==> src/rtl/shift_seq_ctrl_if.sv <==
// shift_seq_ctrl_if
//   Request/result bundle between the ALU issue logic (master) and the
//   multi-pass shift sequencer (slave).
//
//   Handshake: the master raises start with din/amt/lr/al valid; the request
//   is accepted at the rising edge where start=1 and ready=1. While busy=1,
//   start and the operand fields are ignored. Completion is marked by a
//   one-cycle done pulse. result is valid from that cycle and holds until the
//   next accepted request completes.
//
//   Signals: start, din[7:0], amt[AMT_W-1:0], lr, al  (master -> slave)
//            ready, busy, done, result[7:0]           (slave -> master)
interface shift_seq_ctrl_if #(
    parameter int AMT_W = 5
);
    logic             start;
    logic [7:0]       din;
    logic [AMT_W-1:0] amt;
    logic             lr;
    logic             al;
    logic             ready;
    logic             busy;
    logic             done;
    logic [7:0]       result;

    modport master (
        output start, din, amt, lr, al,
        input  ready, busy, done, result
    );

    modport slave (
        input  start, din, amt, lr, al,
        output ready, busy, done, result
    );
endinterface

==> src/rtl/shift_seq_ctrl.sv <==
// shift_seq_ctrl
//   Multi-pass shift sequencer. A registered accumulator is fed through one
//   8-bit barrel shifter repeatedly, at most MAX_STEP positions per pass,
//   so total shift amounts up to 2^AMT_W-1 are supported.
//
//   Ports:
//     clk         rising-edge clock
//     rst_n       asynchronous active-low reset
//     bus         shift_seq_ctrl_if.slave (start/din/amt/lr/al in,
//                 ready/busy/done/result out)
//     dbg_state_o current FSM state (0=IDLE, 1=RUN)
//
//   barrel_shifter8
//     din[7:0], shamt[2:0], LR (1=left), AL (1=arithmetic right) -> dout[7:0]

module barrel_shifter8 (
    input  logic [7:0] din,
    input  logic [2:0] shamt,
    input  logic       LR,
    input  logic       AL,
    output logic [7:0] dout
);
    always_comb begin
        if (LR) begin
            dout = din << shamt;
        end else if (AL) begin
            dout = 8'($signed(din) >>> shamt);
        end else begin
            dout = din >> shamt;
        end
    end
endmodule

module shift_seq_ctrl #(
    parameter int AMT_W    = 5,
    parameter int MAX_STEP = 7
) (
    input  logic                 clk,
    input  logic                 rst_n,
    shift_seq_ctrl_if.slave      bus,
    output logic                 dbg_state_o
);
    localparam logic [0:0] S_IDLE = 1'b0;
    localparam logic [0:0] S_RUN  = 1'b1;

    localparam logic [AMT_W-1:0] MAX_STEP_W = AMT_W'(MAX_STEP);
    localparam logic [2:0]       MAX_STEP_3 = 3'(MAX_STEP);

    logic [0:0]       state_q;
    logic [7:0]       acc_q;
    logic [AMT_W-1:0] rem_q;
    logic             lr_q;
    logic             al_q;
    logic [7:0]       result_q;
    logic             done_q;

    logic [2:0]       step;
    logic [AMT_W-1:0] rem_d;
    logic [7:0]       shift_out;

    // step never exceeds rem, so rem_d cannot wrap below zero.
    always_comb begin
        step  = (rem_q > MAX_STEP_W) ? MAX_STEP_3 : rem_q[2:0];
        rem_d = rem_q - AMT_W'(step);
    end

    barrel_shifter8 u_shifter (
        .din   (acc_q),
        .shamt (step),
        .LR    (lr_q),
        .AL    (al_q),
        .dout  (shift_out)
    );

    always_ff @(posedge clk or negedge rst_n) begin
        if (!rst_n) begin
            state_q  <= S_IDLE;
            acc_q    <= 8'h00;
            rem_q    <= '0;
            lr_q     <= 1'b0;
            al_q     <= 1'b0;
            result_q <= 8'h00;
            done_q   <= 1'b0;
        end else begin
            done_q <= 1'b0;
            case (state_q)
                S_IDLE: begin
                    if (bus.start) begin
                        // amt==0 still takes one pass with step 0, so the
                        // latency is uniformly at least one cycle.
                        acc_q   <= bus.din;
                        rem_q   <= bus.amt;
                        lr_q    <= bus.lr;
                        al_q    <= bus.al;
                        state_q <= S_RUN;
                    end
                end
                S_RUN: begin
                    acc_q <= shift_out;
                    rem_q <= rem_d;
                    if (rem_d == '0) begin
                        state_q  <= S_IDLE;
                        result_q <= shift_out;
                        done_q   <= 1'b1;
                    end
                end
                default: state_q <= S_IDLE;
            endcase
        end
    end

    assign bus.ready   = (state_q == S_IDLE);
    assign bus.busy    = (state_q == S_RUN);
    assign bus.done    = done_q;
    assign bus.result  = result_q;
    assign dbg_state_o = state_q[0];
endmodule

==> src/flat_wrapper.sv <==
// flat-port wrapper written by rule: the top's interface ports become plain ports
module shift_seq_ctrl_flat 
#(
    parameter int AMT_W    = 5,
    parameter int MAX_STEP = 7
)
  (clk, rst_n, dbg_state_o, bus_start, bus_din, bus_amt, bus_lr, bus_al, bus_ready, bus_busy, bus_done, bus_result);
  shift_seq_ctrl_if #(.AMT_W(AMT_W)) bus_i ();
  input  logic clk;
  input  logic rst_n;
  output logic dbg_state_o;
  input wire logic [$bits(bus_i.start)-1:0] bus_start;
  input wire logic [$bits(bus_i.din)-1:0] bus_din;
  input wire logic [$bits(bus_i.amt)-1:0] bus_amt;
  input wire logic [$bits(bus_i.lr)-1:0] bus_lr;
  input wire logic [$bits(bus_i.al)-1:0] bus_al;
  output wire logic [$bits(bus_i.ready)-1:0] bus_ready;
  output wire logic [$bits(bus_i.busy)-1:0] bus_busy;
  output wire logic [$bits(bus_i.done)-1:0] bus_done;
  output wire logic [$bits(bus_i.result)-1:0] bus_result;
  assign bus_i.start = bus_start;
  assign bus_i.din = bus_din;
  assign bus_i.amt = bus_amt;
  assign bus_i.lr = bus_lr;
  assign bus_i.al = bus_al;
  assign bus_ready = bus_i.ready;
  assign bus_busy = bus_i.busy;
  assign bus_done = bus_i.done;
  assign bus_result = bus_i.result;
  shift_seq_ctrl #(.AMT_W(AMT_W), .MAX_STEP(MAX_STEP)) u_core (.clk(clk), .rst_n(rst_n), .bus(bus_i), .dbg_state_o(dbg_state_o));
endmodule
==> config.mk <==
export PLATFORM = sky130hd
export DESIGN_NAME = shift_seq_ctrl_flat
export DESIGN_NICKNAME = d
export VERILOG_FILES = /design/src/rtl/shift_seq_ctrl_if.sv /design/src/rtl/shift_seq_ctrl.sv /design/src/flat_wrapper.sv
export SDC_FILE = /design/constraint.sdc
export NUM_CORES = 1
export LEC_CHECK = 0
export CORE_ASPECT_RATIO = 1.5
export CORE_MARGIN = 4
export CORE_UTILIZATION = 56
export CTS_BUF_LIST = sky130_fd_sc_hd__clkbuf_8
export CTS_CLUSTER_SIZE = 40
export DETAILED_ROUTE_END_ITERATION = 8
export HOLD_SLACK_MARGIN = 0.1
export PLACE_DENSITY_LB_ADDON = 0.2
export SYNTH_ARGS = -nofsm -noshare
export SYNTH_HDL_FRONTEND = slang
export SYNTH_SLANG_ARGS = --single-unit
export TNS_END_PERCENT = 20
==> constraint.sdc <==
create_clock -name clk -period 2.5 [get_ports clk]
set_input_delay 0.25 -clock clk [delete_from_list [all_inputs] [get_ports clk]]
set_output_delay 0.25 -clock clk [all_outputs]
set_load 0.01 [all_outputs]
==> insert_results.sql, run 1 <==
INSERT INTO impl_metrics (metric_group, metric, value, unit) VALUES
('run_status', 'outcome', 'finished, final reports clean', ''),
('logic_synthesis', 'synth_edf_count', '0', ''),
('drt', 'via_count', '1877', ''),
('floorplanning', 'die-height', '78.90', 'um'),
('job', 'drv_cap', '0', ''),
('timing', 'finClkSkew', '3.537', 'ps'),
('logic_synthesis', 'async_reset_ff_share', '100.0', '%'),
('cts', 'number_of_gates_resized_after_cts', '0', ''),
('cts', 'cts_hold_buffers', '0', ''),
('final_layout', 'num-fill-cells', '267', ''),
('global_route', 'global_route.overflow_total', '0', ''),
('pwr', 'vdd.ir_drop.worst', '1047', 'uV'),
('drt', 'wirelength', '5477', 'um'),
('global_route', 'first_global_vias', '1803', ''),
('drt', 'viasPerCell', '6.495', ''),
('final_layout', 'multi_input_comb_area', '0.001107', 'sq mm'),
('critical_path', 'end_kind', 'flip-flop', ''),
('final_layout', 'ratio_of_cells_with_drive_above_1_in_the_final_layout', '9.237', '%'),
('critical_path', 'ff2ff_setup_slack', '310', 'ps'),
('pwr', 'powerDensity', '1372', 'mW/mm^2'),
('logic_synthesis', 'ys_dominant_reg_cell', 'dfrtp_1', ''),
('drt', 'drtAntennaViolNets', '0', ''),
('logic_synthesis', 'number_of_cells_produced_by_synthesis', '227', ''),
('critical_path', 'timing.critical_path.from_type', 'flip-flop', ''),
('logic_synthesis', 'synthDistinctLibCells', '48', ''),
('global_route', 'antenna_found_initial', '0', ''),
('global_route', 'grt_usage', '25.64', '%'),
('logic_synthesis', 'post_synth_main_area_contributors', 'dfrtp_1, o21ai_0, a21oi_1, mux2i_1, nand2_1', ''),
('cts', 'cts_buffer_depth', '2', ''),
('logic_synthesis', 'synth.top_cell.area_share', '33.33', '%'),
('final_layout', 'antenna-diode-count', '0', ''),
('timing', 'finalWorstSetupSlack', '308.6', 'ps'),
('logic_synthesis', 'post-synth-top-area-cell', 'dfrtp_1', ''),
('cts', 'cts.repair_timing.setup_buffer_count', '0', ''),
('floorplanning', 'die_w', '55.27', 'um'),
('timing', 'final.period_utilization', '87.66', '%'),
('timing', 'setup_viol', '0', ''),
('cts', 'clock_tree.root_cell', 'clkbuf_8', ''),
('timing', 'grt_setup_unrepaired', 'false', ''),
('logic_synthesis', 'synth-seq-area-share', '33.33', '%'),
('timing', 'relative_slew_slack', '56.58', '%'),
('critical_path', 'critical_path.reg2reg.startpoint', 'u_core.rem_q[4]', ''),
('logic_synthesis', 'avgSynthCellArea', '8.268', 'sq um'),
('timing', 'period_needed', '2191', 'ps'),
('timing', 'final_hold_violation_count', '0', ''),
('logic_synthesis', 'net_count_after_synthesis', '247', ''),
('drt', 'dr.first_iter.drc_count', '102', ''),
('timing', 'fmax', '456.3', 'MHz'),
('floorplanning', 'fp-row-count', '25', ''),
('timing', 'holdWs', '365.8', 'ps'),
('critical_path', 'reg_to_reg_critical_path_endpoint', 'u_core.bus.result[5]', ''),
('final_layout', 'layout.nets', '270', ''),
('drt', 'drt_pass1_iterations', '5', ''),
('floorplanning', 'initial_core_utilization', '58.82', '%'),
('global_route', 'global_route_wire_length_before_repair', '8907', 'um'),
('cts', 'ctsHtreeMaxLevel', '1', ''),
('floorplanning', 'overall_die_area', '0.004361', 'sq mm'),
('cts', 'worst_skew_pair.late_latency', '270', 'ps'),
('critical_path', 'setup.worst_path.class', 'reg2reg', ''),
('critical_path', 'critPathSlowestCell', 'nor3_1', ''),
('timing', 'finalMaxSlewViolations', '0', ''),
('placed_design', 'routability_congestion_estimate_from_global_placement', '0.9529', ''),
('cts', 'tritoncts', 'done', ''),
('floorplanning', 'core_area', '0.003191', 'sq mm'),
('cts', 'tritoncts_num_sinks', '25', ''),
('critical_path', 'timing.reg2reg.worst_path_depth', '6', ''),
('critical_path', 'max_stage_delay', '570', 'ps'),
('placed_design', 'post-dp-hpwl', '4064', 'um'),
('pwr', 'power.leakage', '0.9010', 'nW'),
('logic_synthesis', 'yosys-top-cells-count', 'dfrtp_1, o21ai_0, nand2_1', ''),
('global_route', 'grt_start_max_net_pins', '27', '');
==> worst max-delay path: cells and delay by family (launching register included) <==
family / cells / cell delay (ps)
buffers and inverters: 1 / 220
and+or+nand+nor: 2 / 790
DFF: 1 / 410
AOI/OAI and AO/OA: 3 / 650
==> per-layer routing <==
layer | vias up | track usage, % | routed length, um
li1 | 895 | - | -
met1 | 885 | 33.61 | 2235
met2 | 87 | 43.60 | 2785
met3 | 10 | 2.764 | 345
met4 | 0 | 9.002 | 109
met5 | - | 0 | 0
==> worst max-delay path by stage <==
| stage | cells after the start | end | startpoint | slack (ps) |
|---|---|---|---|---|
| after floorplan | 9 | u_core.bus.result[0] | u_core.rem_q[3] | 420 |
| after global placement | 6 | u_core.bus.result[5] | u_core.rem_q[4] | 360 |
| after detailed placement | 6 | u_core.bus.result[5] | u_core.rem_q[4] | 340 |
| after CTS | 6 | u_core.bus.result[5] | u_core.rem_q[4] | 350 |
| after global routing | 6 | u_core.bus.result[5] | u_core.rem_q[4] | 130 |
| final | 6 | u_core.bus.result[5] | u_core.rem_q[4] | 310 |
==> through the flow <==
| stage | total power (W) | area [sq um] | utilization, % | std cells |
|---|---|---|---|---|
| 3_5_place_dp | 0.002780 | 2175 | 68.16 | 285 |
| 3_3_place_gp | 0.002774 | 2175 | 68.16 | 285 |
| 2_1_floorplan | 0.002207 | 1877 | - | 227 |
| 4_1_cts | 0.003025 | 2220 | 69.57 | 289 |
| 5_1_grt | 0.003280 | 2220 | 69.57 | 289 |
| 6_report | 0.003046 | 2220 | 69.57 | 289 |
==> cells in the final DEF (no fill, tap or decap), types with 2 or more instances in the layout <==
cell | Yosys | final
a211oi_1 | 10 | 10
a21oi_1 | 18 | 18
a221oi_1 | 6 | 6
a311oi_1 | 2 | 2
a31oi_1 | 5 | 5
buf_4 | 2 | 10
clkbuf_8 | 0 | 3
clkdlybuf4s50_1 | 0 | 29
dfrtp_1 | 25 | 25
ha_1 | 2 | 2
inv_1 | 7 | 8
mux2_2 | 3 | 3
mux2i_1 | 9 | 9
nand2_1 | 23 | 23
nand2b_1 | 2 | 2
nor2_1 | 14 | 14
nor2b_1 | 12 | 12
nor3_1 | 4 | 4
nor4_1 | 5 | 5
o21ai_0 | 25 | 25
o22ai_1 | 6 | 6
o32ai_1 | 2 | 2
or4_1 | 2 | 2
==> logic make-up after synthesis <==
group                    count (synthesis)  share of synthesized area [%]
adder cells (fa/ha/maj)                  2                          1.333
AO/OA/AOI/OAI                           87                          30.07
multiplexers                            12                          6.600
buffers and inverters                   28                          7.666
flip-flops                              25                          33.33
AND/OR/NAND/NOR                         73                          21.00
==> registers in the layout, indices dropped and copies added, names as in the netlist <==
signal / flops
u_core.bus.busy: 1
u_core.lr_q: 1
u_core.bus.result: 8
u_core.acc_q: 8
u_core.bus.done: 1
u_core.al_q: 1
u_core.rem_q: 5
==> report_power, final <==
part | leakage [nW] | switching [W] | internal, W | total [W]
logic | 0.562 | 0.00113 | 0.000830 | 0.00196
registers | 0.312 | 0.000266 | 0.000591 | 0.000856
clock network | 0.0269 | 0.000121 | 0.000110 | 0.000231
==> cell type report <==
class	count	area share (%)
timing repair buffer	39	16.46
multi-input combinational	174	49.89
clock inverter	1	0.1691
clock buffer	3	1.860
inverter	7	1.184
sequential	25	28.18
tap	40	2.255
No activity file was read; power rests on OpenSTA's default activity.
==> run 2: changes to the inputs <==
--- a/config.mk
+++ b/config.mk
@@ -5,6 +5,7 @@
 export SDC_FILE = /design/constraint.sdc
 export NUM_CORES = 1
 export LEC_CHECK = 0
+export CAP_MARGIN = 20
 export CORE_ASPECT_RATIO = 1.5
 export CORE_MARGIN = 4
 export CORE_UTILIZATION = 56
==> results of run 2 <==
Same layout as run 1: the final DEF is identical, and so are final timing and power.
==> run 3: changes to the inputs <==
--- a/config.mk
+++ b/config.mk
@@ -10,8 +10,10 @@
 export CORE_MARGIN = 4
 export CORE_UTILIZATION = 56
 export CTS_BUF_LIST = sky130_fd_sc_hd__clkbuf_8
+export CTS_CLUSTER_DIAMETER = 100
 export CTS_CLUSTER_SIZE = 40
 export DETAILED_ROUTE_END_ITERATION = 8
+export GPL_TIMING_DRIVEN = 0
 export HOLD_SLACK_MARGIN = 0.1
 export PLACE_DENSITY_LB_ADDON = 0.2
 export SYNTH_ARGS = -nofsm -noshare
==> run 3 against run 2 <==
  * Global-route usage up 3.4 points
  * Sequential share of layout area down 0.95 points
  * Fmax down 2.9%
  * Wire length up 10%
  * Sequential cell count unchanged
==> insert_results.sql, run 3 (same netlist as run 1, synthesis figures left out) <==
INSERT INTO impl_metrics (metric_group, metric, value, unit) VALUES
('timing', 'finClkSkew', '5.744', 'ps'),
('final_layout', 'ratio_of_cells_with_drive_above_1_in_the_final_layout', '11.49', '%'),
('final_layout', 'layout.cells.most_common', 'clkdlybuf4s50_1', ''),
('global_route', 'global_route.overflow_total', '0', ''),
('cts', 'clock_slew_at_the_register_clock_pins_of_the_worst_setup_and_hold_paths', '90', 'ps'),
('final_layout', 'synthToLayoutAreaGrowth', '22.40', '%'),
('critical_path', 'end_kind', 'flip-flop', ''),
('drt', 'viasPerCell', '6.761', ''),
('cts', 'tritoncts', 'done', ''),
('global_route', 'grtUsageMet2', '47.27', '%'),
('pwr', 'vdd.ir_drop.worst', '790.7', 'uV'),
('critical_path', 'timing.critical_path.fanout_max', '10', ''),
('timing', 'finalWorstSetupSlack', '243.9', 'ps'),
('final_layout', 'commonest_cells_after_routing_fill_and_taps_aside', 'clkdlybuf4s50_1, dfrtp_1, nand2_1, o21ai_0, a21oi_1', ''),
('global_route', 'grt_util_met3', '4.878', '%'),
('placed_design', 'post-dp-hpwl', '4528', 'um'),
('timing', 'final.period_utilization', '90.25', '%'),
('global_route', 'antenna_found_initial', '0', ''),
('timing', 'worst_pin_slew', '765.9', 'ps'),
('timing', 'finalMaxSlewViolations', '0', ''),
('cts', 'cts_buffer_depth', '2', ''),
('drt', 'drt_pass1_iterations', '5', ''),
('run_status', 'outcome', 'finished, final reports clean', ''),
('job', 'drv_cap', '0', ''),
('final_layout', 'layout.nets', '282', ''),
('drt', 'detail_route.drc_violations', '0', ''),
('floorplanning', 'initial_core_utilization', '58.82', '%'),
('timing', 'period_needed', '2256', 'ps'),
('cts', 'worst_skew_pair.late_latency', '270', 'ps'),
('floorplanning', 'die_w', '55.27', 'um'),
('timing', 'holdWs', '294.1', 'ps'),
('global_route', 'global_route_wire_length_before_repair', '9970', 'um'),
('placed_design', 'routability_congestion_estimate_from_global_placement', '0.9635', ''),
('critical_path', 'setup.worst_path.class', 'reg2reg', ''),
('timing', 'setup_tns', '0', 'ps'),
('floorplanning', 'core_area', '0.003191', 'sq mm'),
('cts', 'ctsHtreeMaxLevel', '1', ''),
('final_layout', 'final_area', '0.002297', 'sq mm'),
('cts', 'cts.repair_timing.setup_buffer_count', '0', ''),
('placed_design', 'placed_area', '0.002245', 'sq mm'),
('drt', 'wirelength', '6023', 'um'),
('timing', 'relative_slew_slack', '48.54', '%'),
('timing', 'final_hold_violation_count', '0', ''),
('worst_hold_path', 'holdCritPathClass', 'in2async', ''),
('global_route', 'first_global_vias', '2019', ''),
('critical_path', 'timing.reg2reg.worst_path_depth', '9', ''),
('drt', 'avgRoutedWirePerCell', '20.01', 'um'),
('timing', 'setup_viol', '0', ''),
('pwr', 'power.leakage', '0.9333', 'nW'),
('cts', 'tritoncts_num_sinks', '25', ''),
('global_route', 'layer_carrying_the_most_global_route_usage', 'met2', ''),
('global_route', 'grt_use_met1', '34.92', '%'),
('floorplanning', 'overall_die_area', '0.004361', 'sq mm'),
('timing', 'fmax', '443.2', 'MHz'),
('drt', 'dr.first_iter.drc_count', '141', ''),
('pwr', 'powerDensity', '1391', 'mW/mm^2'),
('timing', 'grt_setup_unrepaired', 'false', ''),
('floorplanning', 'design.portCount', '30', ''),
('drt', 'via_count', '2035', ''),
('critical_path', 'timing.critical_path.from_type', 'flip-flop', ''),
('drt', 'drtAntennaViolNets', '0', ''),
('placed_design', 'io_buffers', '29', ''),
('global_route', 'grt_usage', '29.06', '%'),
('final_layout', 'antenna-diode-count', '0', ''),
('cts', 'cts_buffers', '3', ''),
('global_route', 'grt_start_max_net_pins', '19', ''),
('cts', 'clock_tree.root_cell', 'clkbuf_8', ''),
('critical_path', 'critPathRequiredTime', '2640', 'ps'),
('cts', 'cts_hold_buffers', '0', ''),
('floorplanning', 'die-height', '78.90', 'um'),
('critical_path', 'worstPathArrival', '2400', 'ps'),
('floorplanning', 'fp-row-count', '25', ''),
('placed_design', 'dp_slack', '-10.43', 'ps');
==> run 3: final cells by class <==
type                            instances  area, sq um
Inverter                                7        26.28
Tap cell                               40        50.05
Multi-Input combinational cell        174         1114
Timing Repair Buffer                   30        317.8
Fill cell                             263        893.4
Buffer                                 21        118.9
Clock inverter                          1        3.754
Sequential cell                        25        625.6
Clock buffer                            3        41.29
==> run 3: power by group <==
part | internal [W] | total (W) | switching, W
combinational | 0.000884 | 0.00214 | 0.00125
sequential | 0.000591 | 0.000816 | 0.000225
clock | 0.000110 | 0.000243 | 0.000133
==> run 3: per-layer routing <==
metal,vias to the layer above,wire (um)
met5,-,0
met4,0,360
met3,34,430
met2,133,2928
met1,947,2304
li1,921,-
==> run 3: worst paths after layout <==
| kind | start | end | slack, ps |
|---|---|---|---|
| worst max-delay path | u_core.rem_q[3] | u_core.bus.result[2] | 240 |
| worst min-delay path | rst_n | u_core.bus.done | 290 |
| worst max register to register | u_core.rem_q[3] | u_core.bus.result[2] | 240 |
| worst min register to register | u_core.bus.result[5] | u_core.bus.result[5] | 490 |
| max in group asynchronous | rst_n | u_core.acc_q[7] | 1750 |
| min in group clk | u_core.bus.result[5] | u_core.bus.result[5] | 490 |
==> run 3: critical path: stages, from the launching register on <==
cell,delay (ps)
dfrtp_1,480
buf_4,220
buf_2,190
o21ai_1,210
ha_2,270
o2111ai_1,140
a31o_2,270
clkbuf_2,180
nand2_1,90
o21ai_0,80
==> run 3: repair_timing <==
action                                 CTS  global route
gates resized for setup                  1             6
endpoints found under the hold margin    0             0
setup endpoints to repair                1             8
cloned                                   0             0
==> run 3: per-stage QoR <==
step / power (W) / cells / util (%)
after floorplan: 0.002207 / 227 / -
after global placement: 0.002844 / 296 / 69.49
after detailed placement: 0.002874 / 297 / 70.35
after CTS: 0.003126 / 301 / 71.76
after global routing: 0.003433 / 301 / 72.00
final: 0.003196 / 301 / 72.00
